$ cat src/rtl/vc_classifier_n.sv
// vc_classifier_n: steers one input word stream into NUM_VC circular FIFOs, using the top
// VC_BITS bits of each word as its channel index.
//
// Ports:
//   clk               - clock; all state updates on the rising edge
//   reset_L           - asynchronous active-low reset
//   push, data_in     - write data_in into the VC named by its class field
//   pop[NUM_VC]       - per-VC read request
//   af_thresh         - almost-full (pause) threshold, shared by all VCs
//   ae_thresh         - almost-empty threshold, shared by all VCs
//   err_clr           - clears every sticky error bit
//   data_out          - per-VC registered read data; VC k at [k*DATA_SIZE +: DATA_SIZE]
//   valid_out         - data_out slice k was loaded on the last edge
//   fifo_empty/full/pause/almost_empty - combinational decodes of the occupancy counts
//   fifo_error        - sticky overflow/underflow flag per VC
//   count_flat        - per-VC occupancy; VC k at [k*CNT_W +: CNT_W]
module vc_classifier_n #(
  parameter int unsigned DATA_SIZE  = 10,
  parameter int unsigned NUM_VC     = 4,
  parameter int unsigned FIFO_DEPTH = 8,
  localparam int unsigned VC_BITS   = $clog2(NUM_VC),
  localparam int unsigned CNT_W     = $clog2(FIFO_DEPTH) + 1
) (
  input  logic                        clk,
  input  logic                        reset_L,
  input  logic                        push,
  input  logic [DATA_SIZE-1:0]        data_in,
  input  logic [NUM_VC-1:0]           pop,
  input  logic [CNT_W-1:0]            af_thresh,
  input  logic [CNT_W-1:0]            ae_thresh,
  input  logic                        err_clr,
  output logic [NUM_VC*DATA_SIZE-1:0] data_out,
  output logic [NUM_VC-1:0]           valid_out,
  output logic [NUM_VC-1:0]           fifo_empty,
  output logic [NUM_VC-1:0]           fifo_full,
  output logic [NUM_VC-1:0]           fifo_pause,
  output logic [NUM_VC-1:0]           fifo_almost_empty,
  output logic [NUM_VC-1:0]           fifo_error,
  output logic [NUM_VC*CNT_W-1:0]     count_flat
);

  localparam int unsigned PTR_W = $clog2(FIFO_DEPTH);
  localparam logic [CNT_W-1:0] CntFull = CNT_W'(FIFO_DEPTH);

  // Storage is not reset: contents are unreachable once the pointers and counts clear.
  logic [DATA_SIZE-1:0] mem_q [NUM_VC][FIFO_DEPTH];

  logic [PTR_W-1:0]     wr_ptr_q [NUM_VC];
  logic [PTR_W-1:0]     wr_ptr_d [NUM_VC];
  logic [PTR_W-1:0]     rd_ptr_q [NUM_VC];
  logic [PTR_W-1:0]     rd_ptr_d [NUM_VC];
  logic [CNT_W-1:0]     cnt_q    [NUM_VC];
  logic [CNT_W-1:0]     cnt_d    [NUM_VC];
  logic [DATA_SIZE-1:0] rdata_q  [NUM_VC];
  logic [DATA_SIZE-1:0] rdata_d  [NUM_VC];
  logic [NUM_VC-1:0]    valid_q, valid_d;
  logic [NUM_VC-1:0]    err_q, err_d;
  logic [NUM_VC-1:0]    wr_en;

  logic [VC_BITS-1:0] vc_idx;
  assign vc_idx = data_in[DATA_SIZE-1 -: VC_BITS];

  // Next-state for every channel.
  always_comb begin
    logic sel, empty, full, do_pop, do_push, ovf, unf;
    for (int k = 0; k < NUM_VC; k++) begin
      wr_ptr_d[k] = wr_ptr_q[k];
      rd_ptr_d[k] = rd_ptr_q[k];
      cnt_d[k]    = cnt_q[k];
      rdata_d[k]  = rdata_q[k];
    end
    valid_d = '0;
    err_d   = '0;
    wr_en   = '0;
    for (int k = 0; k < NUM_VC; k++) begin
      sel     = push && (vc_idx == VC_BITS'(k));
      empty   = (cnt_q[k] == '0);
      full    = (cnt_q[k] == CntFull);
      do_pop  = pop[k] && !empty;
      // A full FIFO still accepts a word when the same edge pops one out.
      do_push = sel && (!full || do_pop);
      ovf     = sel && full && !pop[k];
      unf     = pop[k] && empty;

      wr_en[k] = do_push;
      if (do_push) wr_ptr_d[k] = wr_ptr_q[k] + PTR_W'(1);
      if (do_pop) begin
        rd_ptr_d[k] = rd_ptr_q[k] + PTR_W'(1);
        rdata_d[k]  = mem_q[k][rd_ptr_q[k]];
      end
      valid_d[k] = do_pop;

      unique case ({do_push, do_pop})
        2'b10:   cnt_d[k] = cnt_q[k] + CNT_W'(1);
        2'b01:   cnt_d[k] = cnt_q[k] - CNT_W'(1);
        default: cnt_d[k] = cnt_q[k];
      endcase

      // A new error in the same cycle as err_clr wins.
      err_d[k] = (err_q[k] && !err_clr) || ovf || unf;
    end
  end

  always_ff @(posedge clk or negedge reset_L) begin
    if (!reset_L) begin
      for (int k = 0; k < NUM_VC; k++) begin
        wr_ptr_q[k] <= '0;
        rd_ptr_q[k] <= '0;
        cnt_q[k]    <= '0;
        rdata_q[k]  <= '0;
      end
      valid_q <= '0;
      err_q   <= '0;
    end else begin
      for (int k = 0; k < NUM_VC; k++) begin
        wr_ptr_q[k] <= wr_ptr_d[k];
        rd_ptr_q[k] <= rd_ptr_d[k];
        cnt_q[k]    <= cnt_d[k];
        rdata_q[k]  <= rdata_d[k];
      end
      valid_q <= valid_d;
      err_q   <= err_d;
    end
  end

  always_ff @(posedge clk) begin
    for (int k = 0; k < NUM_VC; k++) begin
      if (wr_en[k]) mem_q[k][wr_ptr_q[k]] <= data_in;
    end
  end

  // Flag decodes track threshold changes in the same cycle.
  always_comb begin
    data_out   = '0;
    count_flat = '0;
    for (int k = 0; k < NUM_VC; k++) begin
      data_out[k*DATA_SIZE +: DATA_SIZE] = rdata_q[k];
      count_flat[k*CNT_W +: CNT_W]       = cnt_q[k];
      fifo_empty[k]        = (cnt_q[k] == '0);
      fifo_full[k]         = (cnt_q[k] == CntFull);
      fifo_pause[k]        = (cnt_q[k] >= af_thresh);
      fifo_almost_empty[k] = (cnt_q[k] <= ae_thresh);
    end
  end

  assign valid_out  = valid_q;
  assign fifo_error = err_q;

endmodule

$ cat config.mk
export PLATFORM = sky130hd
export DESIGN_NAME = vc_classifier_n
export DESIGN_NICKNAME = d
export VERILOG_FILES = /design/src/rtl/vc_classifier_n.sv
export SDC_FILE = /design/constraint.sdc
export NUM_CORES = 1
export LEC_CHECK = 0
export ABC_AREA = 1
export CELL_PAD_IN_SITES_DETAIL_PLACEMENT = 0
export CELL_PAD_IN_SITES_GLOBAL_PLACEMENT = 1
export CORE_MARGIN = 3
export CORE_UTILIZATION = 54
export CTS_BUF_LIST = sky130_fd_sc_hd__clkbuf_8
export DETAILED_ROUTE_END_ITERATION = 10
export PLACE_DENSITY_LB_ADDON = 0.1
export SYNTH_ARGS = -nofsm -noshare
export SYNTH_HDL_FRONTEND = slang
export SYNTH_SLANG_ARGS = --single-unit
$ cat constraint.sdc
create_clock -name clk -period 4.5 [get_ports clk]
set_input_delay 0.9 -clock clk [delete_from_list [all_inputs] [get_ports clk]]
set_output_delay 0.9 -clock clk [all_outputs]
set_load 0.01 [all_outputs]
Word-level counts from Yosys, hierarchy flattened --
Memory sizes are Yosys's and may differ from the RTL's. Index checks and enable logic that the tools add are counted.
Operators by class: $lt $le $gt $ge 20, bitwise gates (word level) 8, $add $sub $neg 16, muxes and demuxes 41, equal/unequal tests 15, reductions and logical operators 69
Operators with widths (count):
- $mux 80 | 10
- $reduce_or 80->1 | 3
- $bmux 10 s3 | 4
- $demux 10 s3 | 4
- $mux 10 | 12
- $ge 4x4->1 const B | 8
- $logic_and 1x1->1 | 32
- $not 3->4 | 8
- $pmux 4 s2 | 4
- $add 3x1->3 const B | 8
- $add 4x1->4 const B | 4
- $eq 4x4->1 const B | 4
- $ge 4x4->1 | 4
- $le 4x4->1 | 4
- $logic_not 4->1 | 4
- $lt 4x1->1 const B | 4
- $sub 4x1->4 const B | 4
- $logic_not 1->1 | 13
- $eq 2x2->1 const B | 6
- $logic_or 1x1->1 | 12
- $eq 2x1->1 const B | 5
- $reduce_bool 2->1 | 4
- $mux 2 | 3
- $mux 1 | 4
- $logic_not 2->1 | 1
Storage, ports and cells: output and inout bits 80, register bits 88, RAM bits 320, logic and storage cells 188, memories kept 1
Memories:
- mem_q | depth 4, width 80, read ports 4, clocked after Yosys merged registers in 0, wr ports 1, RTL line 46 | logic [DATA_SIZE-1:0] mem_q [NUM_VC][FIFO_DEPTH];

Depth between registers and ports, before layout --
Gate-level depths: netlist (run 1).
depth in word-level cells 11, gate-level depth with buffers 16

Worst setup path before layout (run 1) --
Ideal clock, no wire load.
path type input port to output port, start input port ae_thresh[1], end output port fifo_almost_empty[0], path buffers 0, slack 1969 ps, stages on the path 7, arrival time 1631 ps, cell sequence inv_1 -> ha_1 -> inv_1 -> nor2_1 -> o211ai_1 -> nand2_1 -> nand2_1
Between the ends: longest elaborated chain between the ends 1
Ends and longest elaborated chain:
- start: declaration | RTL line 30 | input logic [CNT_W-1:0] ae_thresh,
- $le 4x4->1 | RTL line 142 | fifo_almost_empty[k] = (cnt_q[k] <= ae_thresh);
- end: declaration | RTL line 37 | output logic [NUM_VC-1:0] fifo_almost_empty,
No other way between the ends.

Worst setup path after layout (run 1) --
Ends and elaborated chain as after synthesis.

==> load_flow_metrics.sql, run 1 <==
INSERT INTO impl_metrics (metric_group, metric, value, unit) VALUES
('run_status', 'outcome', 'completed', ''),
('yosys', 'yosysSeqAreaShare', '68.64', '%'),
('final_layout', 'drive_above_1_share', '9.373', '%'),
('cts', 'post-cts-setup-buffer-count', '0', ''),
('global_routing', 'grt_first_pass_wirelength', '61.72', 'mm'),
('drt', 'wl_per_cell', '18.71', 'um'),
('floorplan', 'pin_count', '106', ''),
('flow_run', 'drv_cap', '0', ''),
('yosys', 'post_synthesis_register_bit_count', '408', ''),
('yosys', 'synth_xor_area_share', '1.069', '%'),
('drt', 'route.detailed.drc', '0', ''),
('power_and_ir_drop', 'power.static_leakage', '7.690', 'nW'),
('yosys', 'synth-simple-area-share', '13.34', '%'),
('yosys', 'mappedNetlistArea', '17210', 'um^2'),
('drt', 'dr_total_vias', '11350', ''),
('yosys', 'combinational_family_with_the_most_area_after_synthesis', 'simple AND/OR/NAND/NOR gates', ''),
('floorplan', 'fp.dieArea', '34040', 'um^2'),
('yosys', 'post_synth_fa_ha_maj_area_fraction', '3.912', '%'),
('sta', 'layout_worst_path_cycle_share', '79.45', '%'),
('sta', 'tightest_pin_transition', '1.272', 'ns'),
('yosys', 'ys_async_sr_fraction', '21.57', '%'),
('yosys', 'synth.yosys.warnings', '0', ''),
('global_routing', 'globalRoute.totalOverflow', '0', ''),
('global_routing', 'pin_count_of_the_biggest_net_entering_global_routing', '66', ''),
('cts', 'holdBufCountCts', '0', ''),
('cts', 'cts.sinks', '408', ''),
('floorplan', 'initial_utilization', '55.52', '%'),
('setup_path', 'crit_path_end_kind', 'output pin', ''),
('min_path', 'worst_min_delay_path_category', 'in2async', ''),
('yosys', 'synth-compound-area-share', '9.533', '%'),
('final_layout', 'layout.cells.most_common', 'sky130_fd_sc_hd__edfxtp_1', ''),
('final_layout', 'finalNetCount', '1702', ''),
('yosys', 'synth_edf_count', '320', ''),
('floorplan', 'die_w', '184.5', 'um'),
('sta', 'totalNegativeSetupSlack', '0', 'ns'),
('power_and_ir_drop', 'power.density', '614.7', 'nW/um^2'),
('setup_path', 'critPathKind', 'in2out', ''),
('setup_path', 'cp.required', '3.60', 'ns'),
('setup_path', 'cp_max_fo', '4', ''),
('setup_path', 'endpoint', 'fifo_almost_empty[0]', ''),
('final_layout', 'syn_to_final_growth', '15.98', '%'),
('global_routing', 'grt_pass1_vias', '11360', ''),
('setup_path', 'timing.rr.end', 'count_flat[6]$_DFFE_PN0P_', ''),
('power_and_ir_drop', 'power_frac_clock', '23.7', '%'),
('floorplan', 'core.rowCount', '64', ''),
('final_layout', 'mostFrequentLayoutCells', 'sky130_fd_sc_hd__edfxtp_1, sky130_fd_sc_hd__nor2_1, sky130_fd_sc_hd__nand2_1', ''),
('power_and_ir_drop', 'combPwrFrac', '35.3', '%'),
('sta', 'fmax', '0.2797', 'GHz'),
('sta', 'timing_hold_violations_final', '0', ''),
('yosys', 'yosysUniqueCellTypes', '28', ''),
('setup_path', 'timing.reg2reg.setup_slack', '1.92', 'ns'),
('sta', 'max_slew_violation_count', '0', ''),
('setup_path', 'cp_data_arrival_time', '2.68', 'ns'),
('cts', 'path_clk_slew', '0.06', 'ns'),
('setup_path', 'worstSetupStartpoint', 'ae_thresh[1]', ''),
('cts', 'buffers_from_clock_root_to_sink_at_most', '3', ''),
('placed_design', 'gpl.final_weighted_congestion', '0.8231', ''),
('yosys', 'syn-mean-instance-area', '11.67', 'um^2'),
('yosys', 'synthesis.instances', '1474', ''),
('drt', 'avgViaCountPerCell', '5.480', ''),
('yosys', 'dominant_synthesized_flop_cell', 'sky130_fd_sc_hd__edfxtp_1', ''),
('sta', 'timing.clock.skew', '0.03361', 'ns'),
('cts', 'clock-root-buffer', 'sky130_fd_sc_hd__clkbuf_8', ''),
('power_and_ir_drop', 'switching_share', '36.72', '%'),
('drt', 'ant_nets', '0', ''),
('drt', 'totalWireLength', '38.75', 'mm'),
('cts', 'clock_insertion_delay_worst_skew', '0.58', 'ns'),
('global_routing', 'global_route_usage_over_all_layers', '23.38', '%'),
('power_and_ir_drop', 'netSwitchingPower', '0.004505', 'W'),
('power_and_ir_drop', 'seqPwrFrac', '40.9', '%'),
('drt', 'detail_route.iter0.violations', '865', '');
==> worst min path at each step <==
stage               cells after the start                     start                  endpoint
finish                                  1                   reset_L  data_out[22]$_DFFE_PN0P_
global route                            1                   reset_L  data_out[22]$_DFFE_PN0P_
floorplan                               2   wr_ptr_q[9]$_DFFE_PN0P_   wr_ptr_q[9]$_DFFE_PN0P_
global placement                        2  data_out[37]$_DFFE_PN0P_  data_out[37]$_DFFE_PN0P_
CTS                                     1                   reset_L  data_out[22]$_DFFE_PN0P_
detailed placement                      2  data_out[31]$_DFFE_PN0P_  data_out[31]$_DFFE_PN0P_
==> per-stage QoR <==
step                cells  instance area [um^2]  worst slack (ns)  power [W]  hold WS, ns
detailed placement   1951                 18760            0.8701   0.009445       0.4647
floorplan            1474                 17210             1.969   0.007754       0.4699
finish               2071                 19960            0.9247    0.01227       0.4579
global route         2071                 19960            0.8320    0.01316       0.4921
global placement     1951                 18760            0.9285   0.009374       0.4622
CTS                  2071                 19960            0.9267    0.01237       0.4711
==> cells in the mapped netlist (all sizes together) (26+ instances only) <==
| cell | number | area share [%] |
|---|---|---|
| inv | 82 | 1.8 |
| nand3 | 67 | 2.0 |
| dfrtp | 88 | 13 |
| o211ai | 85 | 3.7 |
| buf | 38 | 1.1 |
| nor2 | 288 | 6.4 |
| ha | 49 | 3.6 |
| clkbuf | 26 | 0.63 |
| o21ai | 178 | 5.2 |
| edfxtp | 320 | 56 |
| nand2 | 196 | 4.5 |
==> critical path, stage by stage <==
cell and delay (ns):
sky130_fd_sc_hd__clkdlybuf4s50_1 0.46, sky130_fd_sc_hd__inv_1 0.10, sky130_fd_sc_hd__ha_1 0.32, sky130_fd_sc_hd__inv_1 0.06, sky130_fd_sc_hd__nor2_1 0.03, sky130_fd_sc_hd__o211ai_1 0.15
sky130_fd_sc_hd__nand2_1 0.08, sky130_fd_sc_hd__nand2_1 0.06, sky130_fd_sc_hd__clkdlybuf4s50_1 0.53
==> registers in the layout (all words and copies together) (netlist names) <==
signal / flops
mem_q: 320
data_out: 40
count_flat: 16
rd_ptr_q: 12
wr_ptr_q: 12
fifo_error: 4
valid_out: 4
==> layout make-up <==
type	instances	area [um^2]
Sequential cell	408	11810
Fill cell	2441	11030
Clock inverter	48	210.2
Multi-Input combinational cell	920	4792
Clock buffer	72	991.0
Inverter	82	307.8
Timing Repair Buffer	145	1349
Tap cell	396	495.5
==> layer usage <==
| metal | track usage [%] | vias to the layer above | share of wire, % |
|---|---|---|---|
| met4 | 6.411 | 0 | 1.9 |
| met1 | 33.16 | 5463 | 45 |
| li1 | - | 5477 | - |
| met2 | 37.04 | 346 | 46 |
| met3 | 5.131 | 64 | 6.7 |
| met5 | 0 | - | 0 |
==> logic make-up after synthesis <==
group,after synthesis
simple gates,564
compound gates,283
fa+ha+maj,52
xor+xnor,21
flops,408
buf+inv,146
==> power by group through the flow <==
stage	logic [W]	clock network [W]	registers (W)
2_1_floorplan	0.00269	0	0.00506
3_3_place_gp	0.00429	0	0.00509
3_5_place_dp	0.00435	0	0.00509
4_1_cts	0.00439	0.00297	0.00502
5_1_grt	0.00491	0.00316	0.00509
6_report	0.00433	0.00291	0.00502
Power figures use the tool's default switching activity.
==> run 2, diff against run 1 <==
CORE_UTILIZATION = 50   (was 54)
clock period = 3.6 ns   (was 4.5 ns; I/O delays follow)
==> load_flow_metrics.sql, run 2 (synthesis gave the netlist of run 1 again) <==
INSERT INTO impl_metrics (metric_group, metric, value, unit) VALUES
('cts', 'holdBufCountCts', '0', ''),
('setup_path', 'timing.rr.end', 'count_flat[7]$_DFFE_PN0P_', ''),
('flow_run', 'drv_cap', '0', ''),
('setup_path', 'crit_path_end_kind', 'output pin', ''),
('cts', 'clock-root-buffer', 'sky130_fd_sc_hd__clkbuf_8', ''),
('sta', 'count_of_final_setup_violators', '0', ''),
('power_and_ir_drop', 'power.static_leakage', '7.795', 'nW'),
('setup_path', 'cp_max_fo', '4', ''),
('global_routing', 'global_route_usage_over_all_layers', '22.36', '%'),
('power_and_ir_drop', 'report.power.total', '0.01543', 'W'),
('drt', 'detail_route.iter0.violations', '784', ''),
('setup_path', 'cp.required', '2.88', 'ns'),
('final_layout', 'syn_to_final_growth', '17.24', '%'),
('drt', 'route.detailed.drc', '0', ''),
('sta', 'fmax', '0.3106', 'GHz'),
('cts', 'clock_insertion_delay_worst_skew', '0.59', 'ns'),
('power_and_ir_drop', 'power.density', '764.8', 'nW/um^2'),
('floorplan', 'core.rowCount', '67', ''),
('sta', 'max_slew_violation_count', '0', ''),
('global_routing', 'antenna_found_initial', '0', ''),
('global_routing', 'pin_count_of_the_biggest_net_entering_global_routing', '60', ''),
('placed_design', 'half_perimeter_wire_length_after_detailed_placement', '24.34', 'mm'),
('setup_path', 'cp_data_arrival_time', '2.50', 'ns'),
('final_layout', 'mostFrequentLayoutCells', 'sky130_fd_sc_hd__edfxtp_1, sky130_fd_sc_hd__nor2_1, sky130_fd_sc_hd__nand2_1', ''),
('floorplan', 'pin_count', '106', ''),
('min_path', 'worst_min_delay_path_category', 'in2async', ''),
('final_layout', 'largest_reg_flops', '320', ''),
('final_layout', 'drive_above_1_share', '10.19', '%'),
('final_layout', 'num_antenna_cells', '0', ''),
('sta', 'slew-limit-headroom', '32.57', '%'),
('floorplan', 'core_region_area', '33700', 'um^2'),
('placed_design', 'gpl.final_weighted_congestion', '0.7816', ''),
('sta', 'finalWorstPathRequiredPeriod', '3.219', 'ns'),
('power_and_ir_drop', 'power.ir.vdd_worst', '524.5', 'uV'),
('global_routing', 'globalRoute.totalOverflow', '0', ''),
('floorplan', 'die_w', '191.5', 'um'),
('final_layout', 'layout.cells.most_common', 'sky130_fd_sc_hd__edfxtp_1', ''),
('global_routing', 'grt_pass1_vias', '11270', ''),
('cts', 'cts_max_level', '3', ''),
('floorplan', 'die_h', '191.5', 'um'),
('sta', 'grt_setup_unrepaired', 'no', ''),
('sta', 'timing.clock.skew', '0.02427', 'ns'),
('drt', 'totalWireLength', '40.15', 'mm'),
('drt', 'avgViaCountPerCell', '5.303', ''),
('cts', 'cts_resized', '0', ''),
('sta', 'totalNegativeSetupSlack', '0', 'ns'),
('run_status', 'outcome', 'completed', ''),
('sta', 'layout_worst_path_cycle_share', '89.43', '%'),
('cts', 'buffers_from_clock_root_to_sink_at_most', '3', ''),
('drt', 'dr_total_vias', '11370', ''),
('setup_path', 'worst_r2r_path_depth', '10', ''),
('sta', 'worst_slack', '0.3806', 'ns'),
('cts', 'cts.sinks', '408', ''),
('cts', 'path_clk_slew', '0.06', 'ns'),
('floorplan', 'fp.dieArea', '36670', 'um^2'),
('final_layout', 'finalNetCount', '1719', ''),
('global_routing', 'grt_first_pass_wirelength', '63.05', 'mm'),
('placed_design', 'port-buffer-count', '105', ''),
('cts', 'cts_inserted_buffers', '69', ''),
('drt', 'drt_pre_antenna_iters', '5', ''),
('sta', 'tightest_pin_transition', '1.011', 'ns'),
('drt', 'wl_per_cell', '18.72', 'um'),
('placed_design', 'pre_cts_setup_slack', '0.3800', 'ns'),
('setup_path', 'worstReg2RegStart', 'count_flat[5]$_DFFE_PN0P_', ''),
('setup_path', 'timing.reg2reg.setup_slack', '1.17', 'ns'),
('floorplan', 'initial_utilization', '51.06', '%'),
('setup_path', 'critPathKind', 'in2out', ''),
('cts', 'post-cts-setup-buffer-count', '0', ''),
('cts', 'tritoncts_clock_tree', 'yes', ''),
('drt', 'ant_nets', '0', ''),
('setup_path', 'critical_path.startpoint_type', 'input pin', ''),
('sta', 'timing_hold_violations_final', '0', '');
-- run 2: worst max path at each step --
stage | depth (start not counted) | end | startpoint
after global routing | 7 | fifo_almost_empty[2] | ae_thresh[3]
after global placement | 9 | fifo_almost_empty[0] | ae_thresh[1]
final | 9 | fifo_almost_empty[0] | ae_thresh[1]
after detailed placement | 9 | fifo_almost_empty[0] | ae_thresh[1]
after floorplan | 5 | mem_q[0][0]$_DFFE_PP_ | data_in[8]
after CTS | 9 | fifo_almost_empty[0] | ae_thresh[1]
-- run 2: worst max-delay path, cell delays in order --
cell and delay, ns:
sky130_fd_sc_hd__clkdlybuf4s50_1 0.45, sky130_fd_sc_hd__inv_1 0.09, sky130_fd_sc_hd__ha_1 0.33, sky130_fd_sc_hd__inv_1 0.07
sky130_fd_sc_hd__nor2_1 0.04, sky130_fd_sc_hd__o211ai_1 0.14, sky130_fd_sc_hd__nand2_1 0.07, sky130_fd_sc_hd__nand2_1 0.06
sky130_fd_sc_hd__clkdlybuf4s50_1 0.53
-- run 2: layout make-up --
class                           count  area (um^2)
Clock inverter                     53        221.5
Clock buffer                       74         1018
Sequential cell                   408        11810
Multi-Input combinational cell    920         4792
Fill cell                        2793        13530
Inverter                           82        307.8
Tap cell                          448        560.5
Timing Repair Buffer              160         1461
-- run 2: power breakdown --
group | internal [W] | switching [W]
logic | 0.00217 | 0.00322
registers | 0.00570 | 0.000652
clock network | 0.00190 | 0.00179
-- run 2: metal layers --
metal	GRT usage, %	routed length [um]	vias up
met2	34.76	18630	324
met3	4.750	2533	55
met4	6.689	714	0
met1	31.96	18270	5475
met5	0	0	-
li1	-	-	5520
-- run 2: through the flow --
stage	hold WS, ns	cell area, um^2	instances	utilization (%)
floorplan	0.4244	17210	1474	-
global placement	0.4628	18930	2018	56.18
detailed placement	0.4659	18930	2018	56.18
CTS	0.2558	20170	2145	59.86
global route	0.2988	20170	2145	59.86
finish	0.2454	20170	2145	59.86
==> run 3, diff against run 2 <==
ABC_AREA = 0   (was 1)
CORE_UTILIZATION = 53   (was 50)
PLACE_DENSITY_LB_ADDON = 0.15   (was 0.1)
==> load_flow_metrics.sql, run 3 <==
INSERT INTO impl_metrics (metric_group, metric, value, unit) VALUES
('power_and_ir_drop', 'switching_share', '31.87', '%'),
('yosys', 'synth_most_common_cell', 'sky130_fd_sc_hd__edfxtp_1', ''),
('yosys', 'yosysTopAreaCell', 'sky130_fd_sc_hd__edfxtp_1', ''),
('sta', 'finalWorstPathRequiredPeriod', '3.479', 'ns'),
('floorplan', 'pin_count', '106', ''),
('yosys', 'syn-mean-instance-area', '17.15', 'um^2'),
('setup_path', 'critical-path-slowest-cell', 'sky130_fd_sc_hd__clkdlybuf4s50_1', ''),
('sta', 'timing.clock.skew', '0.03196', 'ns'),
('floorplan', 'core_region_area', '31070', 'um^2'),
('setup_path', 'cp.required', '2.88', 'ns'),
('yosys', 'dominant_synthesized_flop_cell', 'sky130_fd_sc_hd__edfxtp_1', ''),
('cts', 'clock_insertion_delay_worst_skew', '0.57', 'ns'),
('setup_path', 'critical_path.startpoint_type', 'input pin', ''),
('cts', 'cts_resized', '0', ''),
('setup_path', 'crit_cells', '8', ''),
('final_layout', 'finalNetCount', '1266', ''),
('drt', 'totalWireLength', '34.09', 'mm'),
('setup_path', 'critPathKind', 'in2out', ''),
('floorplan', 'fp.dieArea', '34150', 'um^2'),
('yosys', 'synthesis.instances', '988', ''),
('final_layout', 'num_antenna_cells', '0', ''),
('sta', 'max_slew_violation_count', '0', ''),
('setup_path', 'timing.rr.end', 'count_flat[6]$_DFFE_PN0P_', ''),
('global_routing', 'antenna_found_initial', '0', ''),
('cts', 'cts_inserted_buffers', '67', ''),
('global_routing', 'pin_count_of_the_biggest_net_entering_global_routing', '77', ''),
('yosys', 'synth_nets', '1066', ''),
('cts', 'buffers_from_clock_root_to_sink_at_most', '3', ''),
('setup_path', 'cp_data_arrival_time', '2.76', 'ns'),
('yosys', 'synth_commonest_cells', 'sky130_fd_sc_hd__edfxtp_1, sky130_fd_sc_hd__dfrtp_1, sky130_fd_sc_hd__nand2_1', ''),
('drt', 'wl_per_cell', '20.85', 'um'),
('drt', 'dr_total_vias', '9094', ''),
('drt', 'ant_nets', '0', ''),
('yosys', 'yosysUniqueCellTypes', '57', ''),
('setup_path', 'critPathBufInv', '3', ''),
('power_and_ir_drop', 'power.static_leakage', '7.387', 'nW'),
('placed_design', 'gpl.final_weighted_congestion', '0.7925', ''),
('final_layout', 'drive_above_1_share', '20.10', '%'),
('cts', 'holdBufCountCts', '0', ''),
('power_and_ir_drop', 'power.ir.vdd_worst', '486.5', 'uV'),
('sta', 'slew-limit-headroom', '27.99', '%'),
('drt', 'avgViaCountPerCell', '5.562', ''),
('sta', 'timing_hold_violations_final', '0', ''),
('cts', 'post-cts-setup-buffer-count', '0', ''),
('placed_design', 'detailed_place.area', '18820', 'um^2'),
('placed_design', 'port-buffer-count', '105', ''),
('sta', 'fmax', '0.2874', 'GHz'),
('global_routing', 'global_route_usage_over_all_layers', '20.76', '%'),
('cts', 'tritoncts_clock_tree', 'yes', ''),
('floorplan', 'initial_utilization', '54.54', '%'),
('setup_path', 'worst_path_dominant_cell_family', 'buffers and inverters', ''),
('setup_path', 'crit_path_end_kind', 'output pin', ''),
('global_routing', 'globalRoute.totalOverflow', '0', ''),
('yosys', 'synth_edf_count', '320', ''),
('drt', 'drt_pre_antenna_iters', '4', ''),
('flow_run', 'drv_cap', '0', ''),
('yosys', 'post_synthesis_register_bit_count', '408', ''),
('power_and_ir_drop', 'cell_internal_pwr', '0.01016', 'W'),
('drt', 'route.detailed.drc', '0', ''),
('final_layout', 'syn_to_final_growth', '18.24', '%'),
('yosys', 'ys_async_sr_fraction', '21.57', '%'),
('setup_path', 'timing.reg2reg.setup_slack', '1.04', 'ns'),
('setup_path', 'max_stage_delay', '0.56', 'ns'),
('final_layout', 'mostFrequentLayoutCells', 'sky130_fd_sc_hd__edfxtp_1, sky130_fd_sc_hd__clkdlybuf4s50_1, sky130_fd_sc_hd__dfrtp_1', ''),
('yosys', 'synthDominantCellAreaShare', '56.71', '%'),
('floorplan', 'die_h', '184.8', 'um'),
('cts', 'clock-root-buffer', 'sky130_fd_sc_hd__clkbuf_8', ''),
('run_status', 'outcome', 'completed', ''),
('sta', 'totalNegativeSetupSlack', '0', 'ns'),
('power_and_ir_drop', 'power.density', '744.0', 'nW/um^2'),
('sta', 'layout_worst_path_cycle_share', '96.64', '%'),
('cts', 'path_clk_slew', '0.06', 'ns'),
('power_and_ir_drop', 'power_frac_clock', '24.4', '%'),
('power_and_ir_drop', 'netSwitchingPower', '0.004751', 'W'),
('yosys', 'synth.yosys.warnings', '0', ''),
('setup_path', 'worstSetupStartpoint', 'ae_thresh[1]', ''),
('setup_path', 'worst_r2r_path_depth', '10', ''),
('yosys', 'yosysSeqAreaShare', '69.70', '%'),
('cts', 'cts_max_level', '3', ''),
('final_layout', 'largest_reg_flops', '320', ''),
('setup_path', 'cp_max_fo', '4', ''),
('yosys', 'yosys-top-cells-area', 'sky130_fd_sc_hd__edfxtp_1, sky130_fd_sc_hd__dfrtp_1, sky130_fd_sc_hd__mux4_2', ''),
('global_routing', 'grt_first_pass_wirelength', '53.85', 'mm'),
('sta', 'tightest_pin_transition', '1.080', 'ns'),
('setup_path', 'cp_cell_sequence', 'clkdlybuf4s50_1, inv_1, ha_1, nor2b_1, o21a_1, o21a_1, o21ai_0, clkdlybuf4s50_1', ''),
('cts', 'cts.sinks', '408', ''),
('min_path', 'worst_min_delay_path_category', 'in2async', ''),
('power_and_ir_drop', 'seqPwrFrac', '44.7', '%'),
('placed_design', 'half_perimeter_wire_length_after_detailed_placement', '21.01', 'mm'),
('sta', 'count_of_final_setup_violators', '0', ''),
('final_layout', 'design_area', '20040', 'um^2'),
('yosys', 'mappedNetlistArea', '16950', 'um^2'),
('floorplan', 'die_w', '184.8', 'um'),
('power_and_ir_drop', 'combPwrFrac', '30.9', '%'),
('sta', 'grt_setup_unrepaired', 'no', ''),
('power_and_ir_drop', 'report.power.total', '0.01491', 'W'),
('global_routing', 'grt_pass1_vias', '9329', ''),
('drt', 'detail_route.iter0.violations', '723', ''),
('floorplan', 'core.rowCount', '64', ''),
('final_layout', 'layout.cells.most_common', 'sky130_fd_sc_hd__edfxtp_1', ''),
('setup_path', 'worstReg2RegStart', 'count_flat[5]$_DFFE_PN0P_', '');
-- run 3: cell type report --
type	instances	area (um^2)
flip-flops and latches	408	11810
fillers	2262	11030
multi-input cells	510	4867
repair buffers	167	1516
clock buffers	73	1005
well taps	396	495.5
clock inverters	47	211.5
inverters	34	127.6
-- run 3: through the flow --
step                      hold slack (ns)  util (%)  instances  setup slack (ns)
after CTS                          0.3583     64.47       1635           0.09755
after detailed placement           0.4697     60.56       1515            0.1330
after global routing               0.4016     64.49       1635          0.001183
after floorplan                    0.4244         -        988            0.7915
after global placement             0.4606     60.56       1515            0.1558
final                              0.3401     64.49       1635            0.1210
-- run 3: worst register-to-register path, cell delays in order, from the launching register on --
cell and delay (ns):
sky130_fd_sc_hd__dfrtp_1 0.51, sky130_fd_sc_hd__or3_1 0.48, sky130_fd_sc_hd__o21ai_2 0.14, sky130_fd_sc_hd__inv_1 0.15, sky130_fd_sc_hd__ha_1 0.30, sky130_fd_sc_hd__xor2_1 0.17
sky130_fd_sc_hd__ha_1 0.20, sky130_fd_sc_hd__a21oi_1 0.14, sky130_fd_sc_hd__xor2_1 0.15, sky130_fd_sc_hd__nor2_1 0.06, sky130_fd_sc_hd__xor2_1 0.14
-- run 3: worst max path at each step --
stage,slack (ns),end
finish,0.12,fifo_almost_empty[1]
global route,0.001,fifo_almost_empty[1]
CTS,0.1,fifo_pause[0]
detailed placement,0.13,fifo_almost_empty[1]
global placement,0.16,fifo_almost_empty[2]
floorplan,0.79,mem_q[2][50]$_DFFE_PP_
-- run 3: cells by family after synthesis --
family          count (synthesis)  share of synthesized area (%)
simple gates                  190                          5.257
buf+inv                        70                          1.669
xor+xnor                       26                          1.344
compound gates                117                          4.733
fa+ha+maj                      52                          3.973
mux                           125                          13.32
flops                         408                          69.70
-- run 3: routing by layer --
metal,wire length [um],up-vias,GRT usage (%),share of wire [%]
met1,15350,4554,30.62,45
met5,0,-,0,0
met2,16300,246,32.78,48
li1,-,4240,-,-
met3,1852,54,3.555,5.4
met4,591,0,5.462,1.7
-- run 3: power groups by stage --
stage                     Combinational, W  Clock (W)  Sequential (W)
after CTS                          0.00469    0.00375         0.00667
after global placement             0.00461          0         0.00673
final                              0.00461    0.00364         0.00666
after floorplan                    0.00307          0         0.00642
after global routing               0.00511    0.00399         0.00678
after detailed placement           0.00468          0         0.00676
